<file path="src/rtl/usb_cmd_decoder.sv">
// usb_cmd_decoder: pops host command packets from EP4, runs register writes/reads,
// and returns read responses on EP8; malformed or stalled packets are dropped and counted.
module usb_cmd_decoder #(
   parameter int          ADDR_W  = 8,
   parameter int          TIMEOUT = 1000,
   parameter logic [7:0]  SYNC    = 8'hA5
) (
   input  logic              clk,
   input  logic              rst,
   input  logic [15:0]       cmd_fifo_data,
   input  logic              cmd_fifo_empty,
   output logic              cmd_fifo_re,
   output logic [15:0]       rsp_fifo_data,
   output logic              rsp_fifo_we,
   input  logic              rsp_fifo_full,
   output logic [ADDR_W-1:0] reg_addr,
   output logic [15:0]       reg_wdata,
   output logic              reg_we,
   output logic              reg_re,
   input  logic [15:0]       reg_rdata,
   output logic              busy,
   output logic [7:0]        err_count
);
   typedef enum logic [3:0] {
      IDLE, GET_ADDR, GET_DATA, REG_WR, REG_RD, RD_WAIT, RSP_HDR, RSP_ADDR, RSP_DATA
   } state_t;

   state_t      state, next;
   logic        op_rd;
   logic [15:0] addr, rdata, tcnt;
   logic        getting, hdr_wr, hdr_rd, tmo, err_inc;

   assign reg_addr = addr[ADDR_W-1:0];

   always_comb begin
      getting       = state == GET_ADDR || state == GET_DATA;
      cmd_fifo_re   = !cmd_fifo_empty && (state == IDLE || getting);
      rsp_fifo_we   = !rsp_fifo_full && (state == RSP_HDR || state == RSP_ADDR || state == RSP_DATA);
      rsp_fifo_data = state == RSP_HDR  ? {SYNC, 8'h02} :
                      state == RSP_ADDR ? addr :
                      state == RSP_DATA ? rdata : 16'h0000;
      reg_we        = state == REG_WR;
      reg_re        = state == REG_RD;
      busy          = state != IDLE;
      hdr_wr        = cmd_fifo_data == {SYNC, 8'h01};
      hdr_rd        = cmd_fifo_data == {SYNC, 8'h02};
      // an empty FIFO is required, so a word arriving on the deadline cycle still wins
      tmo           = cmd_fifo_empty && tcnt == 16'(TIMEOUT);
      err_inc       = (state == IDLE && cmd_fifo_re && !hdr_wr && !hdr_rd) || (getting && tmo);
      next          = state;
      case (state)
         IDLE:     next = cmd_fifo_re && (hdr_wr || hdr_rd) ? GET_ADDR : IDLE;
         GET_ADDR: next = cmd_fifo_re ? (op_rd ? REG_RD : GET_DATA) : tmo ? IDLE : GET_ADDR;
         GET_DATA: next = cmd_fifo_re ? REG_WR : tmo ? IDLE : GET_DATA;
         REG_WR:   next = IDLE;
         REG_RD:   next = RD_WAIT;
         RD_WAIT:  next = RSP_HDR;
         RSP_HDR:  next = rsp_fifo_we ? RSP_ADDR : RSP_HDR;
         RSP_ADDR: next = rsp_fifo_we ? RSP_DATA : RSP_ADDR;
         RSP_DATA: next = rsp_fifo_we ? IDLE : RSP_DATA;
         default:  next = IDLE;
      endcase
   end

   always_ff @(posedge clk) begin
      if (rst) begin
         state     <= IDLE;
         op_rd     <= 1'b0;
         addr      <= 16'h0000;
         reg_wdata <= 16'h0000;
         rdata     <= 16'h0000;
         tcnt      <= 16'h0000;
         err_count <= 8'h00;
      end else begin
         state <= next;
         if (state == IDLE && cmd_fifo_re)
            op_rd <= hdr_rd;
         if (state == GET_ADDR && cmd_fifo_re)
            addr <= cmd_fifo_data;
         if (state == GET_DATA && cmd_fifo_re)
            reg_wdata <= cmd_fifo_data;
         if (state == RD_WAIT)
            rdata <= reg_rdata;
         tcnt <= getting && next == state && !cmd_fifo_re ? tcnt + 16'd1 : 16'h0000;
         if (err_inc && err_count != 8'hFF)
            err_count <= err_count + 8'd1;
      end
   end
endmodule

</file>
<file path="config.mk">
export PLATFORM = sky130hd
export DESIGN_NAME = usb_cmd_decoder
export DESIGN_NICKNAME = d
export VERILOG_FILES = /design/src/rtl/usb_cmd_decoder.sv
export SDC_FILE = /design/constraint.sdc
export NUM_CORES = 1
export LEC_CHECK = 0
export CAP_MARGIN = 20
export CORE_ASPECT_RATIO = 1.1
export CORE_MARGIN = 1
export CORE_UTILIZATION = 36
export CTS_BUF_LIST = sky130_fd_sc_hd__clkbuf_4 sky130_fd_sc_hd__clkbuf_8 sky130_fd_sc_hd__clkbuf_16
export DETAILED_ROUTE_END_ITERATION = 16
export HOLD_SLACK_MARGIN = 0.03
export PLACE_DENSITY_LB_ADDON = 0.12
export SLEW_MARGIN = 20
export SYNTH_ARGS = -nofsm -noshare
export SYNTH_HDL_FRONTEND = slang
export SYNTH_SLANG_ARGS = --single-unit
</file>
<file path="constraint.sdc">
create_clock -name clk -period 1.7 [get_ports clk]
set_input_delay 0.34 -clock clk [delete_from_list [all_inputs] [get_ports clk]]
set_output_delay 0.34 -clock clk [all_outputs]
set_load 0.05 [all_outputs]
</file>
# Yosys cells after proc, flatten, opt, wreduce, memory -nomap -nowiden

Cells that the tools add are included.

Register bits after elaboration: 77
Input bits: 36
Output and inout bits: 53

Add/subtract/negate cells: 2
Bitwise gates (word level): 1
Reduce and logical (&&, ||, !) cells: 27
Equal/unequal tests: 13
Muxes and demuxes: 13

Operators with widths:

| kind                  | count |
|---|---|
| $mux 16               | 3 |
| $eq 16x16->1 const B  | 2 |
| $pmux 4 s8            | 1 |
| $add 16x1->16 const B | 1 |
| $eq 16x10->1 const B  | 1 |
| $eq 4x3->1 const B    | 4 |
| $logic_and 1x1->1     | 13 |
| $add 8x1->8 const B   | 1 |
| $eq 4x2->1 const B    | 2 |
| $mux 4                | 2 |
| $ne 8x8->1 const B    | 1 |
| $logic_or 1x1->1      | 6 |
| $mux 3                | 2 |
| $logic_not 1->1       | 5 |
| $eq 4x1->1 const B    | 1 |
| $eq 4x4->1            | 1 |
| $eq 4x4->1 const B    | 1 |
| $logic_not 4->1       | 1 |
| $mux 2                | 2 |
| $reduce_bool 4->1     | 1 |
| $mux 1                | 3 |
| $reduce_or 2->1       | 1 |
| $not 1->1             | 1 |

# Depth between registers and ports, before layout

Depth in word-level cells: 12
Mapped depth: 8
Gate-level depth less buffers: 7

# Worst setup path after synthesis

OpenSTA, ideal clock, no wires.

Path kind: register to output
Start: register state[1]
End: output rsp_fifo_we
Data arrival time: 1.924 ns
Setup slack: -0.564 ns
Data required time: 1.360 ns
Cell stages (with the launch flop): 8
Cells stage by stage: dfxtp_1 -> buf_2 -> nor2_1 -> and3_1 -> buf_2 -> buf_1 -> a21oi_1 -> nor2_1

Longest elaborated chain between the ends: 4
Elaborated cells on any way between the ends: 6
Classes of those cells: 3 x eq/ne; 3 x reduce/logical

RTL lines:

| item                     | RTL line | RTL |
|---|---|---|
| start: declaration       | 28       | `state_t state, next;` |
| start signal: assignment | 75       | `state <= next;` |
| $eq 4x3->1               | 38       | `rsp_fifo_we = !rsp_fifo_full && (state == RSP_HDR \|\| state == RSP_ADDR \|\| state == RSP_DATA);` |
| $logic_or 1x1->1         | 38       |  |
| $logic_or 1x1->1 *       | 38       |  |
| $logic_and 1x1->1 *      | 38       |  |
| end: declaration         | 14       | `output logic rsp_fifo_we,` |

Every way passes the cells marked *; elsewhere a longest branch is shown, timed or not.

# Worst setup path in the final report

Start: register state[2]
End: output rsp_fifo_data[5]

Longest elaborated chain between the ends: 4
Elaborated cells on any way between the ends: 6
Classes of those cells: 3 x eq/ne; 3 x mux

RTL lines:

| item             | RTL line | RTL |
|---|---|---|
| $eq 4x4->1       | 41       | `state == RSP_DATA ? rdata : 16'h0000;` |
| $mux 16          | 41       |  |
| $mux 16          | 40       | `state == RSP_ADDR ? addr :` |
| $mux 16 *        | 39       | `rsp_fifo_data = state == RSP_HDR ? {SYNC, 8'h02} :` |
| end: declaration | 13       | `output logic [15:0] rsp_fifo_data,` |

Marks and branches as above.

==> flow_metrics.tcl <==
set metrics [dict create \
    status "finished with violations" \
    violations "negative setup slack" \
    grt.overflow.total 0 \
    yosys.area_share.simple_pct 28.6 \
    dp_hpwl_mm 7.39 \
    fillers 810 \
    drt_wl_total_mm 10.3 \
    yosys_warnings 0 \
    cp-end-kind "output port" \
    period_share_pct 117 \
    cp_slowest_stage_delay_ns 0.37 \
    crit_path_cell_trace "buf_6 -> inv_4 -> and3_4 -> buf_16 -> a22o_4 -> buf_12" \
    synth_area_um2 3500 \
    setup_ws_ns -0.287 \
    area.growth.synth_to_final_pct 71.1 \
    avgRoutedWirePerCell_um 14.4 \
    hold_viol 0 \
    switching_share_pct 23.4 \
    critPathTopFamily "buffers and inverters" \
    dieArea_um2 10100 \
    grt_pass1_vias 3481 \
    power.share.combinational_pct 8.1 \
    start_util_pct 37.2 \
    yosysTopAreaCellShare_pct 44.1 \
    max_freq_mhz 503 \
    place_congestion 0.808 \
    vias 3540 \
    cts_sinks 77 \
    h-tree-depth 3 \
    synth_area_leaders "dfxtp_1 (44%), nand2_1 (13%), a21oi_1 (7.6%), nor2_1 (3.9%), a22o_1 (2.8%)" \
    clk_pin_slew_ns 0.08 \
    drt_iter0_drc 125 \
    die_y_um 105 \
    ios 89 \
    synth_top_area_cell "dfxtp_1" \
    gr-usage-all-layers_pct 22.0 \
    crit_type "reg -> out" \
    cp_max_fo 9 \
    synth.area.mux_share_pct 3.11 \
    finalMaxSlewViolations 0 \
    internal_power_uw 2630 \
    synth-seq-area-share_pct 44.1 \
    worstSetupStartpointType "register" \
    antenna_found_initial 0 \
    cts-root-buf "clkbuf_8" \
    async_flop_share_pct 0 \
    num_rows 37 \
    p_clk_share_pct 39.3 \
    synth_nets 476 \
    routed_via_density 4.93 \
    synthAdderAreaFrac_pct 1.07 \
    ys_top_cells_by_count "nand2_1 (117), dfxtp_1 (77), a21oi_1 (53), nor2_1 (36)" \
    pre_cts_ws_ns -0.769 \
    finalSetupViolCount 41 \
    synth_edf_count 0 \
    skew_ns 0.00490 \
    synth-compound-area-share_pct 14.6 \
    critPathBufInv 4 \
    clock_latency_ns 0.36 \
    detail-route-antenna-nets 0 \
    tightest_slew_ns 0.552 \
    synthXorXnorAreaFrac_pct 3.76 \
    synthCells 437 \
    grt_first_pass_wirelength_mm 17.0 \
    cts_tree "built" \
    ys.flop_type "dfxtp_1" \
    clockBufferDepth 2 \
    hold_ws_ns 0.402 \
    cts_hold_buf 0 \
    maxSlewHeadroom_pct 63.2 \
    syn_area_per_cell_um2 8.01 \
    power.density_nw_per_um2 574 \
    final_nets 636 \
    first_pass_iters 4 \
    core_area_um2 9400 \
    critPathSlowestCell "dfxtp_2" \
    period_minus_slack_ns 1.99 \
    switchingPower_uw 803 \
    rsz0062_at_grt "yes" \
    vdd_drop_max_v 0.000380 \
    fp.dieW_um 96.0 \
    numPortBuffers 88 \
    synth_cell_type_count 50 \
    cp_data_arrival_time_ns 1.65 \
    yosysMostFrequentCell "nand2_1" \
    power_leakage_uw 0.00240 \
    drc 0 \
    grt_max_degree 43 \
    hp-class "in -> reg" \
    maxCapViolCount 0 \
    ys_ff_latch 77 \
    drive_above_1_share_pct 41.8 \
    cts_buffers 9 \
    synth_top_family_by_area "simple AND/OR/NAND/NOR gates" \
    n_antenna_cell 0 \
    seq_power_share_pct 52.6 \
    critical_path_required_ns 1.36 \
]
[final timing paths]
kind / end / from / cells after the start / slack, ns
setup reg to reg: err_count[2] / tcnt[1] / 7 / -0.23
setup / recovery: rsp_fifo_data[5] / state[2] / 6 / -0.29
hold / removal: reg_wdata[13] / cmd_fifo_data[13] / 4 / 0.40
hold reg to reg: rdata[1] / rdata[1] / 2 / 0.46
[flip-flops by register name (all words and copies together) (netlist names)]
| name | flops |
|---|---|
| tcnt | 16 |
| reg_wdata | 16 |
| addr | 16 |
| rdata | 16 |
| err_count | 8 |
| state | 4 |
| op_rd | 1 |
[area by class of cell]
class                   count  area (um^2)  area share [%]
well taps                 117          146            2.45
repair buffers            178         1820            30.4
multi-input cells         327         2250            37.7
clock inverters             5         52.6           0.878
inverters                   4         17.5           0.293
flip-flops and latches     77         1560            26.1
clock buffers              10          131            2.19
[tightest hold or removal path, cell delays in order]
cell and delay, ns:
dlymetal6s2s_1 0.13, buf_4 0.14, nand2_1 0.05, a21oi_1 0.05
[layout by cell type, fill, tap and decap left out, drive strengths merged, types with 2 or more instances in the layout]
| master | instances |
|---|---|
| clkbuf | 10 |
| clkdlybuf4s50 | 21 |
| inv | 4 |
| xnor2 | 6 |
| o21ai | 8 |
| clkinv | 3 |
| o32ai | 2 |
| nor2 | 36 |
| dfxtp | 77 |
| nand4 | 5 |
| ha | 3 |
| a22o | 11 |
| and3 | 7 |
| dlygate4sd2 | 9 |
| and2 | 2 |
| and4bb | 2 |
| and4 | 4 |
| nand2b | 5 |
| a21boi | 2 |
| mux2i | 3 |
| nor2b | 14 |
| a21oi | 54 |
| buf | 144 |
| nor4b | 2 |
| xor2 | 9 |
| nor3 | 4 |
| nand2 | 117 |
| dlymetal6s2s | 4 |
| nand3 | 9 |
| mux2 | 7 |
[through the flow]
step                      cell area (um^2)  util (%)  total power, uW  setup TNS, ns  instances
after floorplan                       3680         -             1930          -1.66        437
after global placement                5360      57.0             2120         -19.25        698
after detailed placement              5360      57.0             2120         -20.52        698
after CTS                             5880      62.5             3460          -6.32        717
after global routing                  5990      63.7             3590          -9.48        718
final                                 5990      63.7             3440          -6.35        718
[metal layers]
metal  vias up  wire (um)  GRT usage (%)
li1       1791          -              -
met1      1664       4750           28.9
met2        74       5000           35.2
met3        11        479           6.13
met4         0        110           5.44
met5         -          0              0
[power groups by stage]
stage	clock, uW	combinational [uW]	sequential [uW]
2_1_floorplan	0	63.1	1870
3_3_place_gp	0	265	1850
3_5_place_dp	0	268	1850
4_1_cts	1370	274	1810
5_1_grt	1490	296	1810
6_report	1350	277	1810
[cell families (layout without fill, tap and decap cells)]
group | after synthesis | after routing
AND/OR/NAND/NOR | 214 | 214
adder cells (fa/ha/maj) | 3 | 3
flip-flops | 77 | 77
XOR/XNOR | 15 | 15
multiplexers | 10 | 10
AO/OA/AOI/OAI | 85 | 85
buffers and inverters | 33 | 197
[repair_timing]
action,4_1_cts,5_1_grt
gates resized for setup,79,27
hold endpoints to repair,0,0
buffers inserted,4,3
pin swaps,23,12
cloned,2,0
endpoints found under the setup margin,46,47
(Power assumes the default switching activity.)
